<file path="src/rtl/matrix_pkg.sv">
// Shared definitions for the matrix add/subtract row engine: op encoding and FSM states.
package matrix_pkg;

  localparam logic OP_ADD = 1'b0;
  localparam logic OP_SUB = 1'b1;

  typedef enum logic [1:0] {
    IDLE = 2'd0,
    RUN  = 2'd1,
    DONE = 2'd2
  } state_t;

endpackage

</file>
<file path="src/rtl/matrix_addsub_rows_if.sv">
// Row-stream bus of the matrix add/subtract engine. The master drives the rows in and
// takes results out; the slave is the engine.
interface matrix_addsub_rows_if #(
  parameter int LANES = 5,
  parameter int EW    = 8
);
  logic                  start;
  logic                  op;
  logic                  in_valid;
  logic                  in_ready;
  logic [LANES*EW-1:0]   m1_row;
  logic [LANES*EW-1:0]   m2_row;
  logic                  out_valid;
  logic                  out_ready;
  logic [LANES*EW-1:0]   out_row;
  logic [LANES-1:0]      out_ovf;
  logic                  busy;
  logic                  done;
  logic                  ovf_sticky;

  modport master (
    output start, op, in_valid, m1_row, m2_row, out_ready,
    input  in_ready, out_valid, out_row, out_ovf, busy, done, ovf_sticky
  );

  modport slave (
    input  start, op, in_valid, m1_row, m2_row, out_ready,
    output in_ready, out_valid, out_row, out_ovf, busy, done, ovf_sticky
  );
endinterface

</file>
<file path="src/rtl/addsub_lane.sv">
// One signed add/subtract lane with overflow detect. Defining MATRIX_ADDSUB_SATURATE_EN
// clamps overflowing results; otherwise they wrap.
module addsub_lane
  import matrix_pkg::*;
#(
  parameter int EW = 8
) (
  input  logic [EW-1:0] i_a,
  input  logic [EW-1:0] i_b,
  input  logic          i_op,
  output logic [EW-1:0] o_res,
  output logic          o_ovf
);

  logic [EW:0] w_a;
  logic [EW:0] w_b;
  logic [EW:0] w_r;

  assign w_a   = {i_a[EW-1], i_a};
  assign w_b   = {i_b[EW-1], i_b};
  assign w_r   = (i_op == OP_ADD) ? (w_a + w_b) : (w_a - w_b);
  // The extra bit holds the true sign; disagreement with the EW-bit sign means overflow.
  assign o_ovf = w_r[EW] ^ w_r[EW-1];

`ifdef MATRIX_ADDSUB_SATURATE_EN
  assign o_res = !o_ovf   ? w_r[EW-1:0] :
                 w_r[EW]  ? {1'b1, {(EW-1){1'b0}}} :
                            {1'b0, {(EW-1){1'b1}}};
`else
  assign o_res = w_r[EW-1:0];
`endif

endmodule

</file>
<file path="src/rtl/matrix_addsub_rows.sv">
// Streaming matrix add/subtract engine: ROWS rows per operation, LANES signed lanes per row,
// registered output with per-lane and sticky overflow. Saturation via MATRIX_ADDSUB_SATURATE_EN.
module matrix_addsub_rows
  import matrix_pkg::*;
#(
  parameter int LANES = 5,
  parameter int EW    = 8,
  parameter int ROWS  = 5
) (
  input  logic                 clk,
  input  logic                 rst,
  matrix_addsub_rows_if.slave  bus
);

  localparam int CW = $clog2(ROWS + 1);

  state_t                r_state;
  state_t                w_state_next;
  logic                  r_op;
  logic [CW-1:0]         r_in_cnt;
  logic [CW-1:0]         r_out_cnt;
  logic                  r_out_valid;
  logic [LANES*EW-1:0]   r_out_row;
  logic [LANES-1:0]      r_out_ovf;
  logic                  r_ovf_sticky;

  logic                  w_start_acc;
  logic                  w_in_ready;
  logic                  w_in_fire;
  logic                  w_out_fire;
  logic                  w_last_out;
  logic [LANES*EW-1:0]   w_res;
  logic [LANES-1:0]      w_ovf;

  genvar gi;
  generate
    for (gi = 0; gi < LANES; gi++) begin : g_lane
      addsub_lane #(.EW(EW)) u_lane (
        .i_a   (bus.m1_row[gi*EW +: EW]),
        .i_b   (bus.m2_row[gi*EW +: EW]),
        .i_op  (r_op),
        .o_res (w_res[gi*EW +: EW]),
        .o_ovf (w_ovf[gi])
      );
    end
  endgenerate

  assign w_start_acc = (r_state == IDLE) && bus.start;
  // A new row may enter only if the output register is empty or being drained this cycle.
  assign w_in_ready  = (r_state == RUN) && (r_in_cnt < CW'(ROWS)) &&
                       (!r_out_valid || bus.out_ready);
  assign w_in_fire   = bus.in_valid && w_in_ready;
  assign w_out_fire  = r_out_valid && bus.out_ready;
  assign w_last_out  = w_out_fire && (r_out_cnt == CW'(ROWS - 1));

  always_ff @(posedge clk) begin
    if (rst) begin
      r_state <= IDLE;
    end else begin
      r_state <= w_state_next;
    end
  end

  always_comb begin
    w_state_next = r_state;
    case (r_state)
      IDLE:    if (bus.start) w_state_next = RUN;
      RUN:     if (w_last_out) w_state_next = DONE;
      DONE:    w_state_next = IDLE;
      default: w_state_next = IDLE;
    endcase
  end

  always_ff @(posedge clk) begin
    if (rst) begin
      r_op      <= OP_ADD;
      r_in_cnt  <= '0;
      r_out_cnt <= '0;
    end else if (w_start_acc) begin
      r_op      <= bus.op;
      r_in_cnt  <= '0;
      r_out_cnt <= '0;
    end else begin
      if (w_in_fire)  r_in_cnt  <= r_in_cnt + 1'b1;
      if (w_out_fire) r_out_cnt <= r_out_cnt + 1'b1;
    end
  end

  // A simultaneous input fire reloads the register, so valid stays high across the handoff.
  always_ff @(posedge clk) begin
    if (rst) begin
      r_out_valid <= 1'b0;
      r_out_row   <= '0;
      r_out_ovf   <= '0;
    end else if (w_in_fire) begin
      r_out_valid <= 1'b1;
      r_out_row   <= w_res;
      r_out_ovf   <= w_ovf;
    end else if (w_out_fire) begin
      r_out_valid <= 1'b0;
    end
  end

  always_ff @(posedge clk) begin
    if (rst || w_start_acc) begin
      r_ovf_sticky <= 1'b0;
    end else if (w_out_fire) begin
      r_ovf_sticky <= r_ovf_sticky | (|r_out_ovf);
    end
  end

  assign bus.in_ready   = w_in_ready;
  assign bus.out_valid  = r_out_valid;
  assign bus.out_row    = r_out_row;
  assign bus.out_ovf    = r_out_ovf;
  assign bus.busy       = (r_state != IDLE);
  assign bus.done       = (r_state == DONE);
  assign bus.ovf_sticky = r_ovf_sticky;

endmodule

</file>
<file path="src/flat_wrapper.sv">
// flat-port wrapper written by rule: the top's interface ports become plain ports
module matrix_addsub_rows_flat import matrix_pkg::*;
#(
  parameter int LANES = 5,
  parameter int EW    = 8,
  parameter int ROWS  = 5
)
  (clk, rst, bus_start, bus_op, bus_in_valid, bus_m1_row, bus_m2_row, bus_out_ready, bus_in_ready, bus_out_valid, bus_out_row, bus_out_ovf, bus_busy, bus_done, bus_ovf_sticky);
  matrix_addsub_rows_if #(.LANES(LANES), .EW(EW)) bus_i ();
  input  logic clk;
  input  logic rst;
  input wire logic [$bits(bus_i.start)-1:0] bus_start;
  input wire logic [$bits(bus_i.op)-1:0] bus_op;
  input wire logic [$bits(bus_i.in_valid)-1:0] bus_in_valid;
  input wire logic [$bits(bus_i.m1_row)-1:0] bus_m1_row;
  input wire logic [$bits(bus_i.m2_row)-1:0] bus_m2_row;
  input wire logic [$bits(bus_i.out_ready)-1:0] bus_out_ready;
  output wire logic [$bits(bus_i.in_ready)-1:0] bus_in_ready;
  output wire logic [$bits(bus_i.out_valid)-1:0] bus_out_valid;
  output wire logic [$bits(bus_i.out_row)-1:0] bus_out_row;
  output wire logic [$bits(bus_i.out_ovf)-1:0] bus_out_ovf;
  output wire logic [$bits(bus_i.busy)-1:0] bus_busy;
  output wire logic [$bits(bus_i.done)-1:0] bus_done;
  output wire logic [$bits(bus_i.ovf_sticky)-1:0] bus_ovf_sticky;
  assign bus_i.start = bus_start;
  assign bus_i.op = bus_op;
  assign bus_i.in_valid = bus_in_valid;
  assign bus_i.m1_row = bus_m1_row;
  assign bus_i.m2_row = bus_m2_row;
  assign bus_i.out_ready = bus_out_ready;
  assign bus_in_ready = bus_i.in_ready;
  assign bus_out_valid = bus_i.out_valid;
  assign bus_out_row = bus_i.out_row;
  assign bus_out_ovf = bus_i.out_ovf;
  assign bus_busy = bus_i.busy;
  assign bus_done = bus_i.done;
  assign bus_ovf_sticky = bus_i.ovf_sticky;
  matrix_addsub_rows #(.LANES(LANES), .EW(EW), .ROWS(ROWS)) u_core (.clk(clk), .rst(rst), .bus(bus_i));
endmodule
</file>
<file path="config.mk">
export PLATFORM = sky130hd
export DESIGN_NAME = matrix_addsub_rows_flat
export DESIGN_NICKNAME = d
export VERILOG_FILES = /design/src/rtl/matrix_pkg.sv /design/src/rtl/matrix_addsub_rows_if.sv /design/src/rtl/addsub_lane.sv /design/src/rtl/matrix_addsub_rows.sv /design/src/flat_wrapper.sv
export SDC_FILE = /design/constraint.sdc
export NUM_CORES = 1
export LEC_CHECK = 0
export ABC_AREA = 0
export CAP_MARGIN = 10
export CELL_PAD_IN_SITES_DETAIL_PLACEMENT = 0
export CELL_PAD_IN_SITES_GLOBAL_PLACEMENT = 1
export CORE_ASPECT_RATIO = 1.25
export CORE_MARGIN = 2
export CORE_UTILIZATION = 32
export DETAILED_ROUTE_END_ITERATION = 6
export PLACE_DENSITY_LB_ADDON = 0.1
export SYNTH_ARGS = -nofsm -noshare
export SYNTH_HDL_FRONTEND = slang
export SYNTH_SLANG_ARGS = --single-unit
</file>
<file path="constraint.sdc">
create_clock -name clk -period 2.9 [get_ports clk]
set_clock_uncertainty 0.1 [all_clocks]
set_input_delay 0.29 -clock clk [delete_from_list [all_inputs] [get_ports clk]]
set_output_delay 0.29 -clock clk [all_outputs]
set_load 0.05 [all_outputs]
</file>
==> flow_summary.yaml <==
logic_synthesis:
  synthSimpleGateAreaFrac_pct: 18.0
  synth_top_family_by_area: "compound AO/OA/AOI/OAI gates"
  yosys_warnings: 0
  synthAdderAreaFrac_pct: 15.2
  ys_ff_latch: 56
  syn_inst: 567
  synth_top_flop_cell: "dfxtp_1"
  yosysSeqAreaShare_pct: 24.3
  avgSynthCellArea_um2: 8.13
  synth_compound_area_share_pct: 20.0
  synth_nets: 706
  async_flop_share_pct: 0
  syn_area_mm2: 0.00461
  synthDistinctLibCells: 46
  synth_edf_count: 0
  muxShareOfSynthArea_pct: 1.09
  synthXorXnorAreaFrac_pct: 16.7
clock_network:
  htreeDepth: 2
  hold_buffers: 0
  cts_made_buffers: 5
  cts_root_buf: "clkbuf_16"
  tritoncts: "done"
  cts_sinks: 56
  insertion_delay_ns: 0.30
  ctsLongestPathBuffers: 2
  clk_pin_slew_ns: 0.07
finish:
  stdcell_count: 978
  final_cell_mix: "122 x clkdlybuf4s50_1, 106 x buf_4, 64 x nor2_1, 60 x nand2_1, 55 x dfxtp_1"
  fill_cells: 1406
  drive_gt1_share_pct: 21.1
  fin_area_mm2: 0.00729
  antenna_cells: 0
  synthToLayoutAreaGrowth_pct: 58.1
  final_common_cell: "clkdlybuf4s50_1"
  nets: 938
sta:
  hold_viol_final: 0
  finalSetupViolCount: 0
  post-route-min-period_ns: 2.75
  timing.setup.tns_ns: 0
  slew_headroom_pct: 62.8
  worst_pin_slew_ns: 0.558
  drv_slew: 0
  max_freq_mhz: 363
  period_share_pct: 95.0
  whs_ns: 0.351
floorplanning:
  design.die.area_mm2: 0.0154
  num_rows: 49
  boundaryPins: 136
  start_util_pct: 32.4
  die_w_um: 111
  core_mm2: 0.0142
  die_h_um: 138
worst_setup_path:
  reg2regPathDepth: 9
  path_max_fanout: 3
  reg2reg_from: "u_core.r_op"
  cp.arrival_ns: 2.88
  critical_path.endpoint_type: "flop"
  r2r-end: "u_core.bus.out_ovf[1]"
  crit_required_ns: 3.02
  reg2reg_slack_ns: 0.17
  startpoint_type: "input pin"
  worstSetupPathType: "input pin to flop"
drt:
  wl_per_cell_um: 13.1
  route.detailed.drc: 0
  viasPerCell: 4.71
  firstDrtPassIters: 4
  vias: 4608
  wirelength_mm: 12.8
  drt-initial-drc-count: 180
  postRouteAntennaNets: 0
placement:
  post_dp_cell_area_mm2: 0.00691
  place_inst: 964
  place.gp.congestion: 0.764
  port_buffers: 135
  dp_hpwl_mm: 10.1
global_routing:
  antenna_found_initial: 0
  grt_start_max_net_pins: 38
  grt_pass1_vias: 4504
  grt_pass1_wl_mm: 21.0
  grt_overflow: 0
  track_usage_pct: 16.2
worst_hold_path:
  whs_endpoint: "u_core.bus.out_row[4]"
  holdPathStages: 2
  hp-class: "flop to flop"
  holdCritStartpoint: "u_core.bus.out_row[4]"
power_and_ir_drop:
  power_density_mw_per_mm2: 431
  leakagePower_nw: 3.14
  vdd_drop_max_v: 0.000253
flow_run:
  cap_violations: 0
outcome:
  status: "complete, no violations"
[where the power goes]
part	total (mW)	internal, mW	switching, mW
logic	1.67	0.851	0.817
clock network	0.620	0.324	0.295
registers	0.855	0.821	0.0338
[layer usage]
metal / routed length [um] / track usage, %
met3: 439 / 2.19
met5: 0 / 0
met1: 5780 / 20.2
met2: 6450 / 29.7
met4: 122 / 3.44
[flip-flops by register name, indices dropped and copies added (netlist names)]
signal	cells
u_core.bus.out_valid	1
u_core.bus.out_row	40
u_core.r_out_cnt	3
u_core.bus.out_ovf	5
u_core.r_in_cnt	3
u_core.r_op	1
u_core.r_state	2
u_core.bus.ovf_sticky	1
[area by class of cell]
| class | count | area, um^2 | share of cell area (%) |
|---|---|---|---|
| sequential | 56 | 1120 | 15.4 |
| inverter | 33 | 124 | 1.70 |
| clock inverter | 3 | 22.5 | 0.309 |
| multi-input combinational | 458 | 3440 | 47.2 |
| timing repair buffer | 245 | 2240 | 30.7 |
| clock buffer | 5 | 125 | 1.72 |
| tap | 178 | 223 | 3.05 |
[how the worst max path moves through the flow]
stage / to / from
detailed placement: u_core.bus.out_ovf[0] / bus_m2_row[0]
finish: u_core.bus.out_ovf[0] / bus_m2_row[2]
global route: u_core.bus.out_ovf[2] / bus_m2_row[17]
global placement: u_core.bus.out_ovf[0] / bus_m2_row[0]
CTS: u_core.bus.out_ovf[0] / bus_m2_row[2]
floorplan: u_core.bus.out_ovf[3] / u_core.r_op
[worst max-delay path: stages]
cell and delay, ns:
clkdlybuf4s50_1 0.44, buf_4 0.16, nor3b_2 0.18, nor2_1 0.07, xnor2_1 0.12, ha_1 0.32, a21o_1 0.17, a22o_1 0.25
o41ai_2 0.25, xnor2_1 0.17, xnor3_1 0.24, a211oi_2 0.21
[logic make-up after synthesis]
group / count (synthesis)
simple gates: 186
compound gates: 134
xor+xnor: 80
flops: 56
buf+inv: 53
fa+ha+maj: 53
mux: 5
[cells in the mapped netlist, drive strengths merged, types with 2 or more instances]
master	number	area [um^2]
a211oi	20	170
a21o	9	67.6
a21oi	60	312
a221oi	2	23.8
a31oi	6	37.5
and3	3	18.8
buf	12	61.3
clkbuf	8	30.0
dfxtp	56	1120
fa	5	100
ha	48	601
inv	33	124
mux2i	5	50.1
nand2	60	225
nand2b	11	68.8
nand3	10	50.1
nor2	65	244
nor2b	6	37.5
nor3	15	75.1
nor3b	4	30.0
nor4	4	25.0
o21ai	20	115
o21bai	2	15.0
o22ai	4	31.3
o31ai	4	85.1
o41ai	4	42.6
or3	4	25.0
xnor2	52	455
xnor3	5	113
xor2	23	201
[what timing repair did]
action                     in CTS  in global routing
setup endpoints to repair       3                  7
hold endpoints to repair        0                  0
pin swaps                       4                 28
resized for setup               7                 39
buffers inserted                1                  5
[through the flow]
stage          worst slack (ns)  util (%)  power, mW
2_1_floorplan             0.100         -       1.86
5_1_grt                 -0.0189      51.3       3.36
3_3_place_gp             -0.283      48.6       2.47
3_5_place_dp             -0.365      48.6       2.48
6_report                  0.146      51.3       3.14
4_1_cts                  0.0195      49.9       3.13
No activity file was read; power rests on OpenSTA's default activity.
